--- src/rtl/cp0_pkg.sv ---
// Shared CP0 constants: register numbers, SR/Cause field positions and exception codes.
// Also holds the helpers that pack the register fields into the 32-bit mfc0 read views.
package cp0_pkg;

    localparam logic [4:0] REG_SR    = 5'd12;
    localparam logic [4:0] REG_CAUSE = 5'd13;
    localparam logic [4:0] REG_EPC   = 5'd14;
    localparam logic [4:0] REG_PRID  = 5'd15;

    localparam int SR_IE_BIT    = 0;
    localparam int SR_EXL_BIT   = 1;
    localparam int SR_IM_LSB    = 10;
    localparam int SR_IM_MSB    = 15;
    localparam int CAUSE_BD_BIT = 31;
    localparam int CAUSE_IP_LSB = 10;
    localparam int CAUSE_IP_MSB = 15;
    localparam int CAUSE_EC_LSB = 2;
    localparam int CAUSE_EC_MSB = 6;

    localparam logic [4:0] EXC_INT  = 5'd0;
    localparam logic [4:0] EXC_ADEL = 5'd4;
    localparam logic [4:0] EXC_ADES = 5'd5;
    localparam logic [4:0] EXC_RI   = 5'd10;
    localparam logic [4:0] EXC_OV   = 5'd12;

    function automatic logic [31:0] pack_sr(input logic [5:0] im,
                                            input logic       exl,
                                            input logic       ie);
        logic [31:0] r;
        r = '0;
        r[SR_IM_MSB:SR_IM_LSB] = im;
        r[SR_EXL_BIT]          = exl;
        r[SR_IE_BIT]           = ie;
        return r;
    endfunction

    function automatic logic [31:0] pack_cause(input logic       bd,
                                               input logic [5:0] ip,
                                               input logic [4:0] ec);
        logic [31:0] r;
        r = '0;
        r[CAUSE_BD_BIT]                = bd;
        r[CAUSE_IP_MSB:CAUSE_IP_LSB]   = ip;
        r[CAUSE_EC_MSB:CAUSE_EC_LSB]   = ec;
        return r;
    endfunction

endpackage

--- src/rtl/cp0_irq_if.sv ---
// Pipeline <-> CP0 connection: mfc0/mtc0 access, commit-stage exception info, interrupt lines
// and the take/vector/EPC results returned to the pipeline.
interface cp0_irq_if;
  logic [4:0]  addr;
  logic        we;
  logic [31:0] din;
  logic [31:0] dout;
  logic [29:0] pc;
  logic        bd;
  logic        exc_valid;
  logic [4:0]  exc_code;
  logic [5:0]  hwint;
  logic        eret;
  logic        take;
  logic [31:0] vec_out;
  logic [31:0] epc_out;

  modport master (
    output addr, we, din, pc, bd, exc_valid, exc_code, hwint, eret,
    input  dout, take, vec_out, epc_out
  );

  modport slave (
    input  addr, we, din, pc, bd, exc_valid, exc_code, hwint, eret,
    output dout, take, vec_out, epc_out
  );
endinterface

--- src/rtl/cp0_int_arb.sv ---
// Combinational request/priority logic: interrupts beat synchronous exceptions,
// and everything is suppressed while EXL is set.
module cp0_int_arb
  import cp0_pkg::*;
(
  input  logic       ie_i,
  input  logic       exl_i,
  input  logic [5:0] im_i,
  input  logic [5:0] hwint_i,
  input  logic       exc_valid_i,
  input  logic [4:0] exc_code_i,
  output logic       take_o,
  output logic [4:0] code_o
);

  logic [5:0] pend;
  logic       int_req;
  logic       exc_req;

  // Live lines are used so a level asserted this cycle is taken this cycle.
  genvar gi;
  generate
    for (gi = 0; gi < 6; gi++) begin : g_mask
      assign pend[gi] = hwint_i[gi] & im_i[gi];
    end
  endgenerate

  assign int_req = ie_i & ~exl_i & (|pend);
  assign exc_req = exc_valid_i & ~exl_i;
  assign take_o  = int_req | exc_req;
  assign code_o  = int_req ? EXC_INT : exc_code_i;

endmodule

--- src/rtl/cp0_irq.sv ---
// CP0 SR/Cause/EPC/PRID register file with exception/interrupt entry and eret return.
// EPC is stored as a word address; its low two bits always read as zero.
module cp0_irq
  import cp0_pkg::*;
#(
  parameter logic [31:0] PRID    = 32'h2020_0001,
  parameter logic [31:0] HANDLER = 32'h0000_4180
) (
  input  logic         clk,
  input  logic         rst_n,
  cp0_irq_if.slave     bus
);

  logic [5:0]  im_q, im_d;
  logic        exl_q, exl_d;
  logic        ie_q, ie_d;
  logic        bd_q, bd_d;
  logic [5:0]  ip_q, ip_d;
  logic [4:0]  ec_q, ec_d;
  logic [29:0] epc_q, epc_d;

  logic        take_arb;
  logic [4:0]  code_arb;
  logic        unused_din_bits;

  assign unused_din_bits = ^bus.din[1:0];

  cp0_int_arb u_arb (
    .ie_i        (ie_q),
    .exl_i       (exl_q),
    .im_i        (im_q),
    .hwint_i     (bus.hwint),
    .exc_valid_i (bus.exc_valid),
    .exc_code_i  (bus.exc_code),
    .take_o      (take_arb),
    .code_o      (code_arb)
  );

  always_comb begin
    im_d  = im_q;
    exl_d = exl_q;
    ie_d  = ie_q;
    bd_d  = bd_q;
    ip_d  = bus.hwint;
    ec_d  = ec_q;
    epc_d = epc_q;
    if (take_arb) begin
      // Entry wins over any mtc0 in the same cycle; a delay-slot fault restarts at the branch.
      exl_d = 1'b1;
      ec_d  = code_arb;
      bd_d  = bus.bd;
      epc_d = bus.bd ? (bus.pc - 30'd1) : bus.pc;
    end else begin
      if (bus.we) begin
        case (bus.addr)
          REG_SR: begin
            im_d  = bus.din[SR_IM_MSB:SR_IM_LSB];
            exl_d = bus.din[SR_EXL_BIT];
            ie_d  = bus.din[SR_IE_BIT];
          end
          REG_EPC: epc_d = bus.din[31:2];
          default: ;
        endcase
      end
      if (bus.eret) begin
        exl_d = 1'b0;
      end
    end
  end

  always_ff @(posedge clk or negedge rst_n) begin
    if (!rst_n) begin
      im_q  <= '0;
      exl_q <= 1'b0;
      ie_q  <= 1'b0;
      bd_q  <= 1'b0;
      ip_q  <= '0;
      ec_q  <= '0;
      epc_q <= '0;
    end else begin
      im_q  <= im_d;
      exl_q <= exl_d;
      ie_q  <= ie_d;
      bd_q  <= bd_d;
      ip_q  <= ip_d;
      ec_q  <= ec_d;
      epc_q <= epc_d;
    end
  end

  always_comb begin
    bus.dout = '0;
    case (bus.addr)
      REG_SR:    bus.dout = pack_sr(im_q, exl_q, ie_q);
      REG_CAUSE: bus.dout = pack_cause(bd_q, ip_q, ec_q);
      REG_EPC:   bus.dout = {epc_q, 2'b00};
      REG_PRID:  bus.dout = PRID;
      default:   bus.dout = '0;
    endcase
  end

  // A pending synchronous exception must not flush the pipeline while held in reset.
  assign bus.take    = take_arb & rst_n;
  assign bus.vec_out = HANDLER;
  assign bus.epc_out = {epc_q, 2'b00};

endmodule
--- src/flat_wrapper.sv ---
// flat-port wrapper written by rule: the top's interface ports become plain ports
module cp0_irq_flat import cp0_pkg::*;
#(
  parameter logic [31:0] PRID    = 32'h2020_0001,
  parameter logic [31:0] HANDLER = 32'h0000_4180
)
  (clk, rst_n, bus_addr, bus_we, bus_din, bus_pc, bus_bd, bus_exc_valid, bus_exc_code, bus_hwint, bus_eret, bus_dout, bus_take, bus_vec_out, bus_epc_out);
  cp0_irq_if bus_i ();
  input  logic clk;
  input  logic rst_n;
  input wire logic [$bits(bus_i.addr)-1:0] bus_addr;
  input wire logic [$bits(bus_i.we)-1:0] bus_we;
  input wire logic [$bits(bus_i.din)-1:0] bus_din;
  input wire logic [$bits(bus_i.pc)-1:0] bus_pc;
  input wire logic [$bits(bus_i.bd)-1:0] bus_bd;
  input wire logic [$bits(bus_i.exc_valid)-1:0] bus_exc_valid;
  input wire logic [$bits(bus_i.exc_code)-1:0] bus_exc_code;
  input wire logic [$bits(bus_i.hwint)-1:0] bus_hwint;
  input wire logic [$bits(bus_i.eret)-1:0] bus_eret;
  output wire logic [$bits(bus_i.dout)-1:0] bus_dout;
  output wire logic [$bits(bus_i.take)-1:0] bus_take;
  output wire logic [$bits(bus_i.vec_out)-1:0] bus_vec_out;
  output wire logic [$bits(bus_i.epc_out)-1:0] bus_epc_out;
  assign bus_i.addr = bus_addr;
  assign bus_i.we = bus_we;
  assign bus_i.din = bus_din;
  assign bus_i.pc = bus_pc;
  assign bus_i.bd = bus_bd;
  assign bus_i.exc_valid = bus_exc_valid;
  assign bus_i.exc_code = bus_exc_code;
  assign bus_i.hwint = bus_hwint;
  assign bus_i.eret = bus_eret;
  assign bus_dout = bus_i.dout;
  assign bus_take = bus_i.take;
  assign bus_vec_out = bus_i.vec_out;
  assign bus_epc_out = bus_i.epc_out;
  cp0_irq #(.PRID(PRID), .HANDLER(HANDLER)) u_core (.clk(clk), .rst_n(rst_n), .bus(bus_i));
endmodule
--- config.mk ---
export PLATFORM = sky130hd
export DESIGN_NAME = cp0_irq_flat
export DESIGN_NICKNAME = d
export VERILOG_FILES = /design/src/rtl/cp0_pkg.sv /design/src/rtl/cp0_irq_if.sv /design/src/rtl/cp0_int_arb.sv /design/src/rtl/cp0_irq.sv /design/src/flat_wrapper.sv
export SDC_FILE = /design/constraint.sdc
export NUM_CORES = 1
export LEC_CHECK = 0
export CAP_MARGIN = 20
export CORE_ASPECT_RATIO = 0.8
export CORE_MARGIN = 3
export CORE_UTILIZATION = 32
export CTS_CLUSTER_SIZE = 30
export DETAILED_ROUTE_END_ITERATION = 8
export DONT_BUFFER_PORTS = 1
export GPL_TIMING_DRIVEN = 0
export PLACE_DENSITY = 0.43
export SLEW_MARGIN = 0
export SYNTH_ARGS = -nofsm -noshare
export SYNTH_HDL_FRONTEND = slang
export SYNTH_SLANG_ARGS = --single-unit
--- constraint.sdc ---
create_clock -name clk -period 2.26 [get_ports clk]
set_input_delay 0.452 -clock clk [delete_from_list [all_inputs] [get_ports clk]]
set_output_delay 0.452 -clock clk [all_outputs]
set_load 0.005 [all_outputs]
==> results <==
- The run finished with clean final reports.
- In this run, synthesis inferred 0 flip-flops with an integrated enable.
- The H-tree depth is 2.
- The total overflow left after global routing is 0.
- The portion of synthesized cell area occupied by the leading cell type is 0.359.
- Setup repair after global routing could not meet its margin everywhere.
- The depth of the worst register-to-register path is 4.
- The register-to-register path setup slack is 0.10 ns.
- The setup TNS after final layout is 0 ns.
- The number of endpoints with negative hold slack in the final report is 0.
- The sequential area share after synthesis is 0.359.
- The share of post-route cells with drive strength above 1 is 0.200.
- Clock-pin slew was measured on the worst setup and hold paths at 0.07 ns.
- The largest vdd supply drop is between 0.0003 and 0.0004 V.
- In the layout the commonest cells are dfrtp_1 (50), and3_1 (41), buf_4 (34), conb_1 (34), nor2_1 (28).
- The number of buffers created by CTS is 5.
- Headroom to the max-slew limit came out at 0.484.
- The met3 routed wirelength is 1140 µm.
- In this run the worst hold path is classified as input pin to async pin.
- The tree is rooted in a clkbuf_16.
- The number of remaining DRC errors is 0.
- Total power for the finished layout comes to roughly 3400 µW.
- The wire length on met2 is around 5600 µm.
- The parity-gate share of the synthesized area counting xor and xnor cells is 0.0276.
- Subtracting the final worst setup slack from the clock period gives around 2.2 ns.
- Counting the fill cells in the layout gives 1,117.
- In this run the cell area of the synthesized design comes to between 3000 and 4000 µm².
- The synthesized instance count is 391.
- The final worst clock skew is ~0.0056 ns.
- The post-synthesis simple-gate area fraction is 0.240.
- The mux contribution to synthesized area is 0.0635.
- After the last flow step, the layout net total stands at a little over 500.
- By area the synthesized netlist is led by dfrtp_1 (36%), and3_1 (7.4%), buf_4 (7.3%).
- The routed metal-1 wire length is between 5000 and 6000 µm.
- The repair_antennas step left the layout with diodes totalling 0.
- The worst setup path is of the register to primary output kind.
- The required time at the worst-slack endpoint is between 1.5 and 2 ns.
- The most common flop cell mapped by yosys is dfrtp_1.
- The max-capacitance violation count is 0.
- At the pin with the least slew margin, the transition time is ~0.77 ns.
- The overall die height is 99.4 µm.
- The most critical setup path has its startpoint at u_core.im_q[0].
- The initial utilization of the core area, before any placement, comes to 0.334.
- The die outline width is about 120 µm.
- From synthesis to final layout, the design area changed by 15.3%.
- At the later pin of the worst-skew pair, clock insertion delay measures around 0.29 ns.
- Routability-driven placement finished with a final weighted congestion of 0.755.
- Summed over all cells, the static leakage comes to between 0.0015 and 0.002 µW.
- The initial antenna violation count is 1.
- The number of optimization iterations in the first detailed-route pass is 4.
- The wire length of the first global-routing pass is around 19,000 µm.
- The count of state elements after synthesis is 50.
- Using the TritonRoute via totals, the vias-per-cell ratio works out to between 5 and 6.
- The placed wire-length estimate is 9430 µm.
- TritonCTS built the clock tree.
- The number of top-level pins is roughly 180.
- After the first detailed-routing iteration, the DRC count stood at 170.
- The highest net fanout along the worst path is 10.
- CTS saw 50 sinks.
- The end of the worst register-to-register path is u_core.im_q[5].
- The startpoint kind of the worst setup timing path is a register.
- Entering global routing, the biggest net connects 51 pins.
- The floorplan step defined a die boundary enclosing about 12,000 µm².
- The synthesized-area fraction occupied by adder cells is 0.00359.
- The final-report max-slew violation count was 0.
- The main combinational cell family by area after synthesis is simple AND/OR/NAND/NOR gates.
- Data on the critical path arrives at its endpoint at approximately 1.8 ns.
- Wires add up to 12,500 µm.
- The number of distinct library cells after synthesis is 47.
- The setup violation total in the final timing report is 0.
- The largest area contributor in the netlist is dfrtp_1.
- Dividing the detail-routed wire length by the instance count gives roughly 22 µm.
- The power density normalized to cell area is roughly 850 nW/µm².
- The startpoint identified for the worst register-to-register timing path is u_core.im_q[0].
- The most common cell after layout, fill and taps aside is dfrtp_1.
- The number of global-route vias before repair came to between 3,000 and 4,000.
- The floorplan has 33 rows.
- The maximum root-to-sink buffer count is 2.
- For this run, the number of Yosys warnings is 0.
- The overall fraction of global-route tracks in use is 0.202.
- The total area inside the core boundary comes to around 10,000 µm².
- The final route contains between 3,000 and 4,000 vias.
- The number of buffer cells added on primary ports is 0.
- The post-route antenna net violation count is 0.
- The post-route fraction of the period consumed by the critical path is 0.987.
- For this run, the top clock speed supported by timing is approximately 450 MHz.
- The share of flip-flops with an asynchronous set or reset is 1.00.
- The compound-cell area share of the yosys netlist came to 0.194.
- The worst setup path is captured at a primary output.
- Routed signal wires occupy layers up through met4.
- Each instance of the synthesized netlist takes up on average a little under 9 µm².
timing repair:
| item | CTS | global route |
|---|---|---|
| endpoints found under the hold margin | 50 | 0 |
| setup endpoints to repair | 47 | 26 |
| resized for setup | 12 | 9 |
| hold buffers | 1 | 0 |
| buffers inserted | 0 | 0 |
metal layers:
metal  global-route usage  up-vias
met5                    0        -
li1                     -     1479
met2                0.308      140
met4               0.0241        0
met1                0.291     1527
met3               0.0574        9
worst max-delay path by stage:
stage | to | slack [ns] | cells past startpoint
2_1_floorplan | u_core.epc_q[23] | 0.003 | 5
3_3_place_gp | u_core.epc_q[28] | -0.77 | 5
3_5_place_dp | u_core.epc_q[28] | -0.76 | 5
4_1_cts | bus_take | 0.02 | 4
5_1_grt | bus_take | -0.04 | 4
6_report | bus_take | 0.03 | 4
registers in the layout (all words and copies together) (netlist names):
signal	count
u_core.exl_q	1
u_core.ec_q	5
u_core.im_q	6
u_core.ip_q	6
u_core.epc_q	30
u_core.bd_q	1
u_core.ie_q	1
synth_stat cells, drive strengths merged, types with 2 or more instances:
| master | instances |
|---|---|
| a22oi | 6 |
| nor2b | 2 |
| a31oi | 18 |
| nor2 | 28 |
| dfrtp | 50 |
| or4b | 3 |
| inv | 2 |
| or2 | 8 |
| nand2 | 16 |
| clkbuf | 28 |
| a211oi | 24 |
| xnor2 | 5 |
| o21ai | 9 |
| buf | 37 |
| o31a | 2 |
| mux2i | 12 |
| and3 | 41 |
| nor4b | 2 |
| or4 | 20 |
| a22o | 8 |
| o31ai | 15 |
| mux2 | 9 |
| xor2 | 6 |
| conb | 2 |
| a21oi | 13 |
| and3b | 2 |
| nand4 | 2 |
| nor4 | 2 |
| or3 | 6 |
| nand3 | 2 |
per-stage QoR:
stage	setup slack [ns]	std cells	hold slack, ns	instance area (µm²)	util
after floorplan	0.00257	423	0.156	3610	-
after global placement	-0.775	563	0.158	3780	0.362
after detailed placement	-0.761	564	0.158	3790	0.363
after CTS	0.0174	571	0.0249	4010	0.384
after global routing	-0.0433	571	0.0232	4030	0.385
final	0.0303	571	0.0193	4030	0.385
cell type report:
class / count / area [µm²] / share of cell area
sequential: 50 / 1250 / 0.311
buffer: 63 / 397 / 0.0985
clock buffer: 6 / 129 / 0.0320
multi-input combinational: 306 / 2000 / 0.496
timing repair buffer: 2 / 32.5 / 0.00808
inverter: 2 / 7.51 / 0.00187
tap: 140 / 175 / 0.0435
clock inverter: 2 / 37.5 / 0.00933
where the power goes:
part           internal, µW  switching (µW)
logic                   438             499
clock network           524             343
registers              1240             361
critical path, stage by stage (launching register included):
cell and delay (ns):
dfrtp_1 0.43, a221o_1 0.34, o31a_1 0.34, clkbuf_8 0.20, and2_1 0.17
logic make-up after synthesis:
kind of cell / after synthesis
AO/OA/AOI/OAI: 98
XOR/XNOR: 11
adder cells (fa/ha/maj): 1
buffers and inverters: 67
flip-flops: 50
multiplexers: 21
other: 2
AND/OR/NAND/NOR: 141
Power figures use the tool's default switching activity.
